<file path="src/rtl/lab2_dg_disp_pkg.sv">
// Shared types and helpers for the multiplexed 7-segment display scheduler.
package lab2_dg_disp_pkg;

  typedef enum logic [1:0] {
    S_LOAD  = 2'd0,
    S_BLANK = 2'd1,
    S_ON    = 2'd2
  } disp_state_t;

  typedef logic [3:0] nibble_t;

  // Larger of two unsigned values.
  function automatic int unsigned max_u(input int unsigned a, input int unsigned b);
    return (a > b) ? a : b;
  endfunction

  // Bits needed to hold values 0..n-1, never less than one.
  function automatic int unsigned width_of(input int unsigned n);
    return (n > 1) ? $clog2(n) : 1;
  endfunction

endpackage

</file>
<file path="src/rtl/lab2_dg_term_cnt.sv">
// Loadable terminal counter: counts 0..limit while enabled and pulses done_c
// on the terminal count, wrapping back to zero on the same edge.
module lab2_dg_term_cnt #(
  parameter int unsigned W = 8
) (
  input  logic         clk,
  input  logic         reset,
  input  logic         clear,
  input  logic         en,
  input  logic [W-1:0] limit,
  output logic [W-1:0] cnt,
  output logic         done_c
);

  assign done_c = en && (cnt == limit);

  // Count register; clear and terminal count both return to zero.
  always_ff @(posedge clk) begin
    if (reset || clear) begin
      cnt <= '0;
    end else if (done_c) begin
      cnt <= '0;
    end else if (en) begin
      cnt <= cnt + W'(1);
    end
  end

endmodule

</file>
<file path="src/rtl/lab2_dg_disp_sched.sv">
// Time-multiplexing scheduler for N common-anode digits sharing one 7-segment
// decoder. Snapshots the digit vector once per frame, then walks the digits
// with a blanking gap before each one. Outputs are registered.
// Optional feature: define LEADING_ZERO_BLANK_EN to keep leading zero digits dark.
module lab2_dg_disp_sched
  import lab2_dg_disp_pkg::*;
#(
  parameter int unsigned N_DIGITS     = 2,
  parameter int unsigned DWELL_CYCLES = 24000,
  parameter int unsigned BLANK_CYCLES = 240
) (
  input  logic                  clk,
  input  logic                  reset,
  input  logic [4*N_DIGITS-1:0] digits,
  input  logic                  en,
  output logic [3:0]            mux,
  output logic [N_DIGITS-1:0]   anode,
  output logic                  frame_start
);

  localparam int unsigned CNT_W = width_of(max_u(DWELL_CYCLES, BLANK_CYCLES));
  localparam int unsigned IDX_W = width_of(N_DIGITS);

  disp_state_t          state, state_next;
  logic [IDX_W-1:0]     idx, idx_next;
  nibble_t              shadow [N_DIGITS];
  logic                 en_q;
  logic                 load;
  logic                 cnt_clr;
  logic                 cnt_en;
  logic                 cnt_done;
  logic [CNT_W-1:0]     cnt;
  logic [CNT_W-1:0]     cnt_limit;
  logic                 suppress;
  logic [3:0]           mux_d;
  logic [N_DIGITS-1:0]  anode_d;

  assign cnt_limit = (state == S_ON) ? CNT_W'(DWELL_CYCLES - 1) : CNT_W'(BLANK_CYCLES - 1);

  // One counter shared by the blank gap and the dwell period.
  lab2_dg_term_cnt #(.W(CNT_W)) u_cnt (
    .clk    (clk),
    .reset  (reset),
    .clear  (cnt_clr),
    .en     (cnt_en),
    .limit  (cnt_limit),
    .cnt    (cnt),
    .done_c (cnt_done)
  );

  // FSM state register.
  always_ff @(posedge clk) begin
    if (reset) begin
      state <= S_LOAD;
      idx   <= '0;
    end else begin
      state <= state_next;
      idx   <= idx_next;
    end
  end

  // Next-state logic: load snapshot, then blank/on per digit, then reload.
  always_comb begin
    state_next = state;
    idx_next   = idx;
    load       = 1'b0;
    cnt_clr    = 1'b0;
    cnt_en     = 1'b0;
    case (state)
      S_LOAD: begin
        load       = 1'b1;
        cnt_clr    = 1'b1;
        idx_next   = '0;
        state_next = S_BLANK;
      end
      S_BLANK: begin
        cnt_en = 1'b1;
        if (cnt_done) state_next = S_ON;
      end
      S_ON: begin
        cnt_en = 1'b1;
        if (cnt_done) begin
          if (idx == IDX_W'(N_DIGITS - 1)) begin
            idx_next   = '0;
            state_next = S_LOAD;
          end else begin
            idx_next   = idx + IDX_W'(1);
            state_next = S_BLANK;
          end
        end
      end
      default: begin
        idx_next   = '0;
        state_next = S_LOAD;
      end
    endcase
  end

  // Snapshot of the digit vector and the enable pipeline stage.
  always_ff @(posedge clk) begin
    if (reset) begin
      en_q <= 1'b0;
      for (int i = 0; i < int'(N_DIGITS); i++) shadow[i] <= '0;
    end else begin
      en_q <= en;
      if (load) begin
        for (int i = 0; i < int'(N_DIGITS); i++) shadow[i] <= digits[4*i +: 4];
      end
    end
  end

`ifdef LEADING_ZERO_BLANK_EN
  // A digit above digit 0 stays dark when it and every higher digit are zero.
  always_comb begin
    logic zero_above;
    zero_above = 1'b1;
    suppress   = 1'b0;
    for (int i = int'(N_DIGITS) - 1; i >= 1; i--) begin
      zero_above = zero_above && (shadow[i] == 4'h0);
      if (idx == IDX_W'(i)) suppress = zero_above;
    end
  end
`else
  assign suppress = 1'b0;
`endif

  // Output decode from registered state: selected nibble and one-cold anode.
  always_comb begin
    mux_d   = '0;
    anode_d = '1;
    for (int i = 0; i < int'(N_DIGITS); i++) begin
      if (idx == IDX_W'(i)) begin
        mux_d = shadow[i];
        if ((state == S_ON) && en_q && !suppress) anode_d[i] = 1'b0;
      end
    end
  end

  // Output registers.
  always_ff @(posedge clk) begin
    if (reset) begin
      mux         <= '0;
      anode       <= '1;
      frame_start <= 1'b0;
    end else begin
      mux         <= mux_d;
      anode       <= anode_d;
      frame_start <= (state == S_LOAD);
    end
  end

endmodule

</file>
<file path="config.mk">
export PLATFORM = sky130hd
export DESIGN_NAME = lab2_dg_disp_sched
export DESIGN_NICKNAME = d
export VERILOG_FILES = /design/src/rtl/lab2_dg_disp_pkg.sv /design/src/rtl/lab2_dg_term_cnt.sv /design/src/rtl/lab2_dg_disp_sched.sv
export SDC_FILE = /design/constraint.sdc
export NUM_CORES = 1
export LEC_CHECK = 0
export ABC_AREA = 0
export BUFFER_PORTS_ARGS = -buffer_cell sky130_fd_sc_hd__buf_2
export CAP_MARGIN = 25
export CORE_ASPECT_RATIO = 2
export CORE_MARGIN = 3
export CORE_UTILIZATION = 32
export CTS_CLUSTER_SIZE = 14
export DETAILED_ROUTE_END_ITERATION = 8
export PLACE_DENSITY = 0.52
export SYNTH_ARGS = -nofsm -noshare
export SYNTH_HDL_FRONTEND = slang
export SYNTH_HIERARCHICAL = 1
export SYNTH_SLANG_ARGS = --single-unit
</file>
<file path="constraint.sdc">
create_clock -name clk -period 2.55 [get_ports clk]
set_input_delay 0.255 -clock clk [delete_from_list [all_inputs] [get_ports clk]]
set_output_delay 0.255 -clock clk [all_outputs]
set_load 0.1 [all_outputs]
</file>
# Yosys cells after proc, flatten, opt, wreduce, memory -nomap -nowiden

Memory sizes are Yosys's and may differ from the RTL's.
Cells that the tools add are included.

Add/sub/neg operators: 2
Eq/ne operators: 5
Multiplexer cells: 19
Bitwise operators: 4
Reduce and logical (&&, ||, !) cells: 10

Operators by type and width:

| kind                                                                   | number |
|---|---|
| 15-bit by 1-bit adder with 15-bit output (second input constant)       | 1 |
| 15-bit equality test                                                   | 1 |
| 15-bit 2-to-1 mux                                                      | 1 |
| 4-bit 2-to-1 mux                                                       | 3 |
| 1-bit 2-to-1 mux                                                       | 11 |
| 2-bit OR reduction                                                     | 4 |
| 2-bit case mux with 3 select lines                                     | 1 |
| 2-bit 2-to-1 mux                                                       | 2 |
| 2-bit != test (second input constant)                                  | 2 |
| 2-bit AND reduction                                                    | 2 |
| 2-bit by 1-bit equality test with 1-bit output (second input constant) | 1 |
| 2-bit equality test (second input constant)                            | 1 |
| 1-bit logical AND                                                      | 2 |
| 2-bit logical NOT                                                      | 1 |
| 1-bit inverter                                                         | 2 |
| 1-bit bitwise OR                                                       | 2 |
| 1-bit case mux with 2 select lines                                     | 1 |
| 1-bit adder (second input constant)                                    | 1 |
| 1-bit logical OR                                                       | 1 |

Register bits: 26
RAM bits: 8
Word-level logic and storage cells: 49
Memories kept: 1

Memory list:

| name   | depth | width | read ports | clocked after memory_dff | wr ports | RTL line                 | text |
|---|---|---|---|---|---|---|---|
| shadow | 2     | 4     | 2          | 0                        | 2        | lab2_dg_disp_sched.sv:26 | `nibble_t shadow [N_DIGITS];` |

# Longest topological paths before layout

Word-level depth: 6
Mapped depth: 10
Depth with buffers taken out: 9

# Modules after synthesis

The synthesis kept the hierarchy.

Modules (own cells, without submodules):

| module             | instances | cells an instance | area each (µm²) |
|---|---|---|---|
| lab2_dg_term_cnt   | 1         | 97                | 887.1 |
| lab2_dg_disp_sched | 1         | 65                | 779.5 |

# Worst setup path before layout

No wires, ideal clock.

Kind: flip-flop to flip-flop
Start: reg state[0]
End: reg state[1]
Setup time: 0.117 ns
Arrival: 2.147 ns
Required time: 2.433 ns
Setup slack: 0.286 ns
Stages on the path, launching flop included: 10
Path buffers: 1
Path through: dfxtp_1 > inv_1 > ha_1 > xnor2_1 > nand4_1 > nor4_4 > buf_4 > o21bai_2 > mux2i_1 > nor2_1

Longest elaborated chain between the ends: 6

RTL lines:

| what                                   | RTL line                 | text |
|---|---|---|
| start, declared                        | lab2_dg_disp_sched.sv:24 | `disp_state_t state, state_next;` |
| start signal, assigned                 | lab2_dg_disp_sched.sv:57 | `state <= state_next;` |
| 2-bit equality test *                  | lab2_dg_disp_sched.sv:38 | `assign cnt_limit = (state == S_ON) ? CNT_W'(DWELL_CYCLES - 1) : CNT_W'(BLANK_CYCLES - 1);` |
| 15-bit 2-to-1 mux *                    | lab2_dg_disp_sched.sv:38 |  |
| via cnt_limit[10]                      | lab2_dg_disp_sched.sv:33 | `logic [CNT_W-1:0] cnt_limit;` |
| 15-bit equality test *                 | lab2_dg_term_cnt.sv:15   | `assign done_c = en && (cnt == limit);` |
| 1-bit logical AND *                    | lab2_dg_term_cnt.sv:15   |  |
| via cnt_done                           | lab2_dg_disp_sched.sv:31 | `logic cnt_done;` |
| 2-bit != test (no source line)         | -                        |  |
| 2-bit AND reduction (no source line) * | -                        |  |

The timed path passes the listed nets; every way through them passes the cells marked *.
A chain may end at the register's enable or synchronous reset.

# Worst setup path after layout

Ends and elaborated chain as after synthesis.

==> run metrics <==
Pint=1004 µW; diodes inserted=0; final core occ=0.3848; share of cells above drive strength 1=0.1872; setup_tns=0 ns; drt pass-1 iters=4; Site Rows=36; Max VDD drop=about 0.00047 V; Psw=around 580 µW; gr usage total=0.1171; Yosys Warn Count=6; Starting DRT DRC Count=27; path type of the worst setup path=reg -> reg; IO Port Bufs=17; Comb power frac=0.315; Layout Skew=a little under 0.008 ns; die height=about 110 µm; latest clock arrival within the worst-skew pair=~0.29 ns; count of pins over their slew limit=0; cts bufs inserted=5; Synth-to-Final Area Change=14.41%; number of synthesized register bits=34; crit path DAT=2.42 ns; CTS Root Buffer Type=clkbuf_8; endpoint type of the worst setup path=flip-flop; fmax=~450 MHz; outcome=completed; register share of total power=0.433; pin count of the biggest net entering global routing=16; async set-reset flop share out of synthesis=0; Syn Inst Count=162; cts-stage hold buffer count=0; sequential-to-total area share from yosys stat=0.4565; min-delay worst type=in -> reg; PwrDens=roughly 830 nW/µm²; RePlAce Congestion=0.8116; initial core utilization=0.3364; drc violations=0; Hold WS=~0.18 ns; post-route ant nets=0; area fraction of the dominant cell type after synthesis=0.3123; Vias/cell=4.902; Ports=18; Area contributors post-synth=dfxtp_1 (31%), edfxtp_1 (14%), xnor2_1 (9.5%); CTS tree=done; global-route wire length before repair=5451 µm; critical path startpoint category=flip-flop; Core Area=4955 µm²; Sw Ratio=0.3664; Post-synth EDFFs=8; nets=~200; Main synth FF type=dfxtp_1; mean post-synth cell area=between 10 and 15 µm²; final HPWL from detailed placement=~2400 µm; worst path required time=~2.7 ns; Post-Route WL=approximately 3200 µm; Crit Path Max Fanout=11; Final Hold Vio Count=0; dpl cell area=1817 µm²; Mapped Area=1667 µm²; Max Cap Viol=0; Post-CTS Resized=0; gr ovfl total=0; fin crit period=2.240 ns; vias in the first global route=roughly 1200; Synth top cells by count=dfxtp_1 (26), xnor2_1 (18), nor3_1 (12); final instance area=1907 µm²; library cells used by synthesis=37; count leader, synth=dfxtp_1; fin crit share=0.8784; Clock transition at path regs=about 0.08 ns; initial antenna violation count=0; post-CTS setup buffers=0; Avg WL per Cell=roughly 13 µm; H-tree depth=2; CTS Sinks=34; top cell type by total area after synthesis=dfxtp_1; Die Area=6163 µm²; Clock Power Share=0.252; via count=approximately 1200; width of the die=57.03 µm; # setup viols final=0; CTS Buffer Depth=2; setup repair after global routing missed its margin=false; Leakage=between 0.0006 and 0.0007 µW
## flip-flops by register name (all words and copies together) (netlist names)
name	count
anode	2
mux	4
en_q	1
state	2
shadow	8
idx	1
u_cnt/cnt	15
frame_start	1
## per-layer routing
metal	part of all wire	global-route usage	vias to the layer above
met3	0.037	0.02509	8
met2	0.56	0.2218	32
met4	0.033	0.07297	0
met5	0	0	-
met1	0.37	0.1090	558
li1	-	-	598
## cell families (layout without fill, tap and decap cells)
| family | after synthesis | after routing | synth area share |
|---|---|---|---|
| adder cells (fa/ha/maj) | 6 | 6 | 0.04504 |
| AO/OA/AOI/OAI | 13 | 13 | 0.05629 |
| flip-flops | 34 | 34 | 0.4565 |
| other | 2 | 8 | 0.004506 |
| AND/OR/NAND/NOR | 64 | 64 | 0.2350 |
| buffers and inverters | 12 | 31 | 0.03528 |
| XOR/XNOR | 25 | 25 | 0.1314 |
| multiplexers | 6 | 6 | 0.03604 |
## cell type report
class / instances / area [µm²]
fillers: 515 / 3048
multi-input cells: 122 / 869.6
clock buffers: 5 / 68.82
well taps: 57 / 71.32
repair buffers: 19 / 100.1
flip-flops and latches: 34 / 760.7
clock inverters: 3 / 21.27
inverters: 4 / 15.01
## final timing paths
path	startpoint	endpoint	slack (ns)	depth (start not counted)
max reg2reg	state[0]	state[1]	0.31	8
min	en	en_q	0.18	2
max	state[0]	state[1]	0.31	8
min reg2reg	shadow[0][4]	mux[0]	0.49	2
## stage by stage
step / cells / power, µW / worst slack, ns
6_report: 244 / 1584 / 0.3102
5_1_grt: 244 / 1678 / 0.1228
4_1_cts: 244 / 1610 / 0.2975
3_5_place_dp: 236 / 1201 / 0.3161
3_3_place_gp: 236 / 1185 / 0.4287
2_1_floorplan: 168 / 1111 / 0.2864
## layout by cell type (no fill, tap or decap), drive strengths merged, types with 2 or more instances in the layout
master	netlist	final
clkinv	0	2
conb	2	8
nand3	3	3
o21ai	4	4
or2	3	3
nor3	12	12
and3	3	3
clkbuf	3	5
inv	4	4
ha	6	6
nor4	2	2
buf	5	19
xnor2	18	18
or3	3	3
mux2i	6	6
nor2b	5	5
nand4	9	9
edfxtp	8	8
o31ai	2	2
and2	8	8
nand2	7	7
dfxtp	26	26
xor2	7	7
nor2	6	6
a211oi	4	4
## worst max-delay path: stages (launching register included)
cell      delay (ns)
dfxtp_1         0.35
inv_1           0.11
ha_1            0.47
xnor2_1         0.20
nand4_1         0.16
nor4_4          0.38
o21bai_2        0.21
mux2i_1         0.21
nor2_1          0.05
## power groups by stage
stage	clock network [µW]	registers (µW)	logic (µW)
after floorplan	0	829	282
after global placement	0	696	489
after detailed placement	0	700	502
after CTS	416	687	506
after global routing	437	695	546
final	399	685	500
Note: power is estimated with default switching activity, not from simulation.
